<file path="src/rtl/mem_access_unit_if.sv">
// Memory bus between mem_access_unit (master) and the shared instruction/data memory (slave).
// Request/grant handshake for the address phase, rvalid for returning read data.
interface mem_access_unit_if #(
    parameter int unsigned AW = 16,
    parameter int unsigned DW = 16
);
    logic          mem_req;
    logic          mem_we;
    logic [AW-1:0] mem_addr;
    logic [DW-1:0] mem_wdata;
    logic          mem_gnt;
    logic          mem_rvalid;
    logic [DW-1:0] mem_rdata;

    modport master (
        output mem_req, mem_we, mem_addr, mem_wdata,
        input  mem_gnt, mem_rvalid, mem_rdata
    );

    modport slave (
        input  mem_req, mem_we, mem_addr, mem_wdata,
        output mem_gnt, mem_rvalid, mem_rdata
    );
endinterface

</file>
<file path="src/rtl/mem_access_unit.sv">
// Memory sequencer: turns controller strobes into req/gnt/rvalid transactions and holds
// the instruction register and the two memory-output registers.
module mem_access_unit #(
    parameter int unsigned AW = 16,
    parameter int unsigned DW = 16
) (
    input  logic              CLK,
    input  logic              Reset,
    input  logic              IRWrite,
    input  logic              MemO1WRT,
    input  logic              MemO2WRT,
    input  logic              MemWrite,
    input  logic [AW-1:0]     PC,
    input  logic [AW-1:0]     Addr1,
    input  logic [AW-1:0]     Addr2,
    input  logic [DW-1:0]     WData,
    output logic [DW-1:0]     Instr,
    output logic [4:0]        Opcode,
    output logic [DW-1:0]     MemOut1,
    output logic [DW-1:0]     MemOut2,
    output logic              Busy,
    output logic              Err,
    mem_access_unit_if.master mem
);

    typedef enum logic [2:0] {StIdle, StReq, StWait, StReq2, StWait2} state_e;
    typedef enum logic [2:0] {KindIr, KindRd1, KindRd2, KindDual, KindWr} kind_e;

    state_e        state_q;
    kind_e         kind_q;
    kind_e         kind_d;
    logic [AW-1:0] addr2_q;
    logic [AW-1:0] first_addr;
    logic [3:0]    strobes;
    logic          legal;
    logic          in_wait;

    assign strobes = {IRWrite, MemO1WRT, MemO2WRT, MemWrite};
    assign Busy    = (state_q != StIdle);
    assign Opcode  = Instr[DW-1 -: 5];
    assign in_wait = (state_q == StWait) || (state_q == StWait2);

    // Decode the strobe set; anything outside the five legal sets is a protocol error.
    always_comb begin
        legal  = 1'b1;
        kind_d = KindIr;
        case (strobes)
            4'b1000: kind_d = KindIr;
            4'b0100: kind_d = KindRd1;
            4'b0010: kind_d = KindRd2;
            4'b0110: kind_d = KindDual;
            4'b0001: kind_d = KindWr;
            default: legal  = 1'b0;
        endcase
    end

    always_comb begin
        first_addr = Addr1;
        if (kind_d == KindIr) begin
            first_addr = PC;
        end else if (kind_d == KindRd2) begin
            first_addr = Addr2;
        end
    end

    always_ff @(posedge CLK or negedge Reset) begin
        if (!Reset) begin
            state_q       <= StIdle;
            kind_q        <= KindIr;
            addr2_q       <= '0;
            Instr         <= '0;
            MemOut1       <= '0;
            MemOut2       <= '0;
            Err           <= 1'b0;
            mem.mem_req   <= 1'b0;
            mem.mem_we    <= 1'b0;
            mem.mem_addr  <= '0;
            mem.mem_wdata <= '0;
        end else begin
            // Strobes while busy and stray read data are flagged and otherwise ignored.
            if ((Busy && (|strobes)) || (mem.mem_rvalid && !in_wait)) begin
                Err <= 1'b1;
            end
            unique case (state_q)
                StIdle: begin
                    if (|strobes) begin
                        if (legal) begin
                            kind_q        <= kind_d;
                            addr2_q       <= Addr2;
                            mem.mem_req   <= 1'b1;
                            mem.mem_we    <= (kind_d == KindWr);
                            mem.mem_addr  <= first_addr;
                            mem.mem_wdata <= WData;
                            state_q       <= StReq;
                        end else begin
                            Err <= 1'b1;
                        end
                    end
                end
                StReq: begin
                    if (mem.mem_gnt) begin
                        mem.mem_req <= 1'b0;
                        mem.mem_we  <= 1'b0;
                        if (kind_q == KindWr) begin
                            state_q <= StIdle;
                        end else begin
                            state_q <= StWait;
                        end
                    end
                end
                StWait: begin
                    if (mem.mem_rvalid) begin
                        case (kind_q)
                            KindIr:  Instr   <= mem.mem_rdata;
                            KindRd2: MemOut2 <= mem.mem_rdata;
                            default: MemOut1 <= mem.mem_rdata;
                        endcase
                        if (kind_q == KindDual) begin
                            mem.mem_req  <= 1'b1;
                            mem.mem_addr <= addr2_q;
                            state_q      <= StReq2;
                        end else begin
                            state_q <= StIdle;
                        end
                    end
                end
                StReq2: begin
                    if (mem.mem_gnt) begin
                        mem.mem_req <= 1'b0;
                        state_q     <= StWait2;
                    end
                end
                StWait2: begin
                    if (mem.mem_rvalid) begin
                        MemOut2 <= mem.mem_rdata;
                        state_q <= StIdle;
                    end
                end
                default: state_q <= StIdle;
            endcase
        end
    end

endmodule

</file>
<file path="src/flat_wrapper.sv">
// flat-port wrapper written by rule: the top's interface ports become plain ports
module mem_access_unit_flat 
#(
    parameter int unsigned AW = 16,
    parameter int unsigned DW = 16
)
  (CLK, Reset, IRWrite, MemO1WRT, MemO2WRT, MemWrite, PC, Addr1, Addr2, WData, Instr, Opcode, MemOut1, MemOut2, Busy, Err, mem_mem_req, mem_mem_we, mem_mem_addr, mem_mem_wdata, mem_mem_gnt, mem_mem_rvalid, mem_mem_rdata);
  mem_access_unit_if #(.AW(AW), .DW(DW)) mem_i ();
  input  logic CLK;
  input  logic Reset;
  input  logic IRWrite;
  input  logic MemO1WRT;
  input  logic MemO2WRT;
  input  logic MemWrite;
  input  logic [AW-1:0] PC;
  input  logic [AW-1:0] Addr1;
  input  logic [AW-1:0] Addr2;
  input  logic [DW-1:0] WData;
  output logic [DW-1:0] Instr;
  output logic [4:0] Opcode;
  output logic [DW-1:0] MemOut1;
  output logic [DW-1:0] MemOut2;
  output logic Busy;
  output logic Err;
  output wire logic [$bits(mem_i.mem_req)-1:0] mem_mem_req;
  output wire logic [$bits(mem_i.mem_we)-1:0] mem_mem_we;
  output wire logic [$bits(mem_i.mem_addr)-1:0] mem_mem_addr;
  output wire logic [$bits(mem_i.mem_wdata)-1:0] mem_mem_wdata;
  input wire logic [$bits(mem_i.mem_gnt)-1:0] mem_mem_gnt;
  input wire logic [$bits(mem_i.mem_rvalid)-1:0] mem_mem_rvalid;
  input wire logic [$bits(mem_i.mem_rdata)-1:0] mem_mem_rdata;
  assign mem_mem_req = mem_i.mem_req;
  assign mem_mem_we = mem_i.mem_we;
  assign mem_mem_addr = mem_i.mem_addr;
  assign mem_mem_wdata = mem_i.mem_wdata;
  assign mem_i.mem_gnt = mem_mem_gnt;
  assign mem_i.mem_rvalid = mem_mem_rvalid;
  assign mem_i.mem_rdata = mem_mem_rdata;
  mem_access_unit #(.AW(AW), .DW(DW)) u_core (.CLK(CLK), .Reset(Reset), .IRWrite(IRWrite), .MemO1WRT(MemO1WRT), .MemO2WRT(MemO2WRT), .MemWrite(MemWrite), .PC(PC), .Addr1(Addr1), .Addr2(Addr2), .WData(WData), .Instr(Instr), .Opcode(Opcode), .MemOut1(MemOut1), .MemOut2(MemOut2), .Busy(Busy), .Err(Err), .mem(mem_i));
endmodule
</file>
<file path="config.mk">
export PLATFORM = sky130hd
export DESIGN_NAME = mem_access_unit_flat
export DESIGN_NICKNAME = d
export VERILOG_FILES = /design/src/rtl/mem_access_unit_if.sv /design/src/rtl/mem_access_unit.sv /design/src/flat_wrapper.sv
export SDC_FILE = /design/constraint.sdc
export NUM_CORES = 1
export LEC_CHECK = 0
export CAP_MARGIN = 30
export CORE_AREA = 2 2 109 111
export CTS_CLUSTER_DIAMETER = 200
export CTS_CLUSTER_SIZE = 30
export DETAILED_ROUTE_END_ITERATION = 16
export DIE_AREA = 0 0 111 113
export PLACE_DENSITY = 0.79
export SETUP_SLACK_MARGIN = 0.15
export SYNTH_ARGS = -nofsm -noshare
export SYNTH_HDL_FRONTEND = slang
export SYNTH_SLANG_ARGS = --single-unit
</file>
<file path="constraint.sdc">
create_clock -name CLK -period 2.15 [get_ports CLK]
set_clock_uncertainty 0.15 [all_clocks]
set_input_delay 0.645 -clock CLK [delete_from_list [all_inputs] [get_ports CLK]]
set_output_delay 0.645 -clock CLK [all_outputs]
set_load 0.03 [all_outputs]
</file>
Word-level counts from Yosys, hierarchy flattened
Cells that the tools add are included.
Operators by class
  equality and inequality tests: 23
  multiplexer cells: 35
  bitwise operators: 1
  reductions and logical operators: 25
Operator list (count)
  $mux 16: 9
  $pmux 16 s2: 2
  $mux 3: 6
  $eq 3x2->1 const B: 5
  $pmux 3 s5: 1
  $mux 1: 12
  $ne 2x2->1 const B: 6
  $pmux 3 s4: 1
  $reduce_and 6->1: 2
  $eq 3x3->1 const B: 3
  $logic_not 3->1: 3
  $reduce_and 3->1: 3
  $eq 4x3->1 const B: 2
  $reduce_and 4->1: 2
  $ne 2x1->1 const B: 3
  $reduce_bool 2->1: 3
  $reduce_bool 3->1: 2
  $reduce_and 5->1: 1
  $reduce_or 5->1: 1
  $eq 4x1->1 const B: 1
  $eq 4x2->1 const B: 1
  $eq 4x4->1 const B: 1
  $mux 2: 2
  $reduce_or 2->1: 2
  8 further kinds: 10
Storage, ports and cells
  register bits: 105
  input port bits: 88

Logic depth before layout (Yosys ltp)
  depth after elaboration: 9
  mapped depth: 7

Worst setup path after synthesis
Ideal clock, no wire load.
  path type: input to register
  from: input MemWrite
  to: register u_core.mem.mem_addr[10]
  arrival time: 2.108 ns
  required time: 1.869 ns
  slack: -0.239 ns
  cell stages on the path: 6
  cell sequence: buf_4 -> nor4b_4 -> buf_4 -> mux2_1 -> a211oi_1 -> mux2i_1
On the way
  word-level cells in the longest chain between the ends: 8
  elaborated cells between the ends (all ways): 19
  classes of those cells: eq/ne: 8; mux: 7; reduce/logical: 4
Ends and longest elaborated chain
  from (decl): line flat_wrapper.sv:14  | input logic MemWrite;
  $eq 4x1->1, or another cell as far along: line mem_access_unit.sv:47  | case (strobes)
  $pmux 3 s4: line mem_access_unit.sv:47
  $eq 3x2->1: line mem_access_unit.sv:61  | end else if (kind_d == KindRd2) begin
  $mux 16: line mem_access_unit.sv:61
  $mux 16: line mem_access_unit.sv:59  | if (kind_d == KindIr) begin
  $mux 16: line mem_access_unit.sv:87  | if (legal) begin
  $mux 16: line mem_access_unit.sv:86  | if (|strobes) begin
  $pmux 16 s2: line mem_access_unit.sv:84  | unique case (state_q)
  to (signal assigned): line mem_access_unit.sv:92  | mem.mem_addr <= first_addr;
  to (signal assigned): line mem_access_unit.sv:120  | mem.mem_addr <= addr2_q;
  to (decl): line mem_access_unit_if.sv:16  | output mem_req, mem_we, mem_addr, mem_wdata,
Several ways; a longest one is shown, not always the timed one. The select of a mux whose other input is x is not followed.
A chain may end at the register's enable or synchronous reset.

Worst setup path in the final report
  from: register u_core.state_q[2]
  to: output Busy
On the way
  word-level cells in the longest chain between the ends: 1
Ends and longest elaborated chain
  from (decl): line mem_access_unit.sv:29  | state_e state_q;
  from (signal assigned): line mem_access_unit.sv:68  | state_q <= StIdle;
  from (signal assigned): line mem_access_unit.sv:94  | state_q <= StReq;
  from (signal assigned): line mem_access_unit.sv:105  | state_q <= StIdle;
  $reduce_bool 3->1: line mem_access_unit.sv:39  | assign Busy = (state_q != StIdle);
  to (decl): line flat_wrapper.sv:23  | output logic Busy;
Every way passes these cells.

==> results.cfg <==
[synth]
synth_edf_count = 0
syn_area_mm2 = 0.00501
yosys_warnings = 0
syn_area_per_cell_um2 = 12.9
ys_seq_area_frac = 0.524
synth_top_area_cell = dfrtp_1
synthCells = 387
ys_ff_latch = 105
synth.area.top_cells = dfrtp_1 52%, mux2_2 12%, mux2_1 9.9%, mux2i_1 3.2%, a2111oi_0 2.8%
synth.top_cell.area_share = 0.524
synth.distinct_cells = 45
yosysMostFrequentCell = dfrtp_1
synthArstFlopShare = 1.00
synth-main-ff-cell = dfrtp_1
synthTopCellsByCount = 105 x dfrtp_1, 53 x mux2_2, 44 x mux2_1, 37 x inv_1, 18 x a211oi_1
synth_nets = 475

[routing]
drc = 0
dr.pass1.iters = 4
wire_per_inst_um = 19.0
vias_per_cell = 5.25
wl_um = 14600
first_iter_violations = 236
vias = 4024
detail-route-antenna-nets = 0

[clocking]
clk_pin_slew_worst_paths_ns = 0.08
cts_max_path_buffers = 2
cts.sinks = 105
htreeDepth = 3
cts_inserted_buffers = 9
clk_latency_ns = 0.36
hold_buffers = 0
cts_tree = done
cts-root-buf = clkbuf_16

[power]
total_power_mw = 11.6
vdd_drop_max_uv = 1160
power_density_mw_per_mm2 = 1440
p_leak_nw = 3.75

[sta]
fmax_mhz = 472
worst_slack_ns = 0.0329
final_hold_viol_count = 0
period_share = 0.985
slew_headroom = 0.610
tns_ns = 0
rsz0062_at_grt = true
finalMaxSlewViolations = 0
period_minus_slack_ns = 2.12
setup_violations = 0
tightest_slew_ns = 0.584

[critical_path]
reg2reg_from = u_core.state_q[2]$_DFFE_PN0P_
cp_data_required_time_ns = 1.35
critPathKind = reg -> out
timing.rr.end = u_core.Instr[0]$_DFFE_PN0P_
crit_path_end_kind = output port
r2r_cells = 9
cp_max_fo = 3
start_kind = flop
crit_arrival_ns = 1.32
rrSetupSlack_ns = 0.07

[placement]
placed_area_mm2 = 0.00736
dpl.hpwl_um = 9960
dp_slack_ns = -0.601
dp_cells = 729
gp_congestion = 0.842
port_buffers = 176

[global_route]
grt_max_degree = 38
grt_antenna_before_repair = 1
grtUsageTotal = 0.225
grt_pass1_vias = 4415
grt_overflow = 0
grt_pass1_wl_um = 22300

[floorplanning]
fp.dieArea_mm2 = 0.0125
die_w_um = 111
die_h_um = 113
io_pins = 177
core.rowCount = 39
initial_core_util = 0.445
core-area_mm2 = 0.0113

[hold_path]
hold_path.class = in -> async

[run_status]
status = finished, final reports clean

[final_layout]
finalNonFillerCells = 766
drive_above_1_share = 0.332
antennaDiodeCount = 0
final_cell_area_mm2 = 0.00809
num-nets-final = 706
fill_cells = 769
syn_to_final_growth_pct = 61.4
register_area_mm2 = 0.00263
multiInputGateArea_mm2 = 0.00246

[run]
maxCapViolCount = 0
[per-stage QoR]
step	hold slack, ns	util
floorplan	0.199	-
global placement	0.315	0.653
detailed placement	0.322	0.653
CTS	0.00539	0.686
global route	0.0137	0.718
finish	0.00438	0.718
[cell type report]
type | instances | area share
clock inverters | 6 | 0.0104
flip-flops and latches | 105 | 0.325
multi-input cells | 219 | 0.304
clock buffers | 10 | 0.0295
repair buffers | 246 | 0.292
well taps | 143 | 0.0221
inverters | 37 | 0.0172
[what timing repair did]
action	4_1_cts	5_1_grt
gates cloned	0	3
pin swaps	9	18
gates resized for setup	119	60
buffers inserted	10	8
endpoints found under the setup margin	143	66
[logic make-up (layout without fill, tap and decap cells)]
| family | after synthesis | count (layout) | share of synthesized area |
|---|---|---|---|
| muxes | 113 | 113 | 0.250 |
| DFF | 105 | 105 | 0.524 |
| buffers and inverters | 64 | 299 | 0.0607 |
| AOI/OAI and AO/OA | 56 | 57 | 0.0924 |
| and+or+nand+nor | 46 | 46 | 0.0657 |
| xor gates and xnor gates | 2 | 2 | 0.00499 |
| adders and majority gates | 1 | 1 | 0.00200 |
[layout by cell type, fill, tap and decap left out, types with 11 or more instances in the layout]
| master | n |
|---|---|
| clkbuf_16 | 11 |
| dlygate4sd2_1 | 89 |
| dfrtp_1 | 104 |
| and2_1 | 16 |
| buf_4 | 44 |
| mux2_2 | 40 |
| inv_1 | 36 |
| mux2_1 | 20 |
| mux2i_1 | 16 |
| buf_6 | 17 |
| mux2_4 | 37 |
| a211oi_2 | 15 |
| clkdlybuf4s50_1 | 81 |
[critical path: stages, from the launching register on]
cell     delay [ns]
dfrtp_1        0.41
buf_6          0.13
nor3_4         0.20
inv_2          0.09
buf_12         0.14
[state kept, by name (all words and copies together), names as in the netlist, 3 cells and up]
register and flops:
u_core.Instr 16, u_core.MemOut1 16, u_core.MemOut2 16, u_core.addr2_q 16, u_core.mem.mem_addr 16, u_core.mem.mem_wdata 16, u_core.kind_q 3, u_core.state_q 3
[worst max-delay path by stage]
| stage | start | endpoint | slack (ns) | cells after the start |
|---|---|---|---|---|
| 3_5_place_dp | MemO1WRT | u_core.mem.mem_addr[5]$_DFFE_PN0P_ | -0.60 | 6 |
| 6_report | u_core.state_q[2]$_DFFE_PN0P_ | Busy | 0.03 | 4 |
| 5_1_grt | u_core.state_q[2]$_DFFE_PN0P_ | Busy | -0.03 | 4 |
| 3_3_place_gp | MemO1WRT | u_core.mem.mem_addr[5]$_DFFE_PN0P_ | -0.52 | 6 |
| 4_1_cts | u_core.state_q[1]$_DFFE_PN0P_ | Busy | 0.03 | 4 |
| 2_1_floorplan | IRWrite | u_core.mem.mem_addr[14]$_DFFE_PN0P_ | -0.10 | 6 |
[power breakdown]
group	total (mW)	internal [mW]	switching (mW)
registers	3.59	2.97	0.619
clock network	1.76	0.962	0.795
logic	6.31	2.83	3.47
[routing by layer]
metal	GRT usage	wire length, µm	vias up
met1	0.240	5450	2013
met5	0	12	-
met4	0.0767	196	2
met2	0.407	7760	146
li1	-	-	1842
met3	0.0873	1160	21
(Power assumes the default switching activity.)
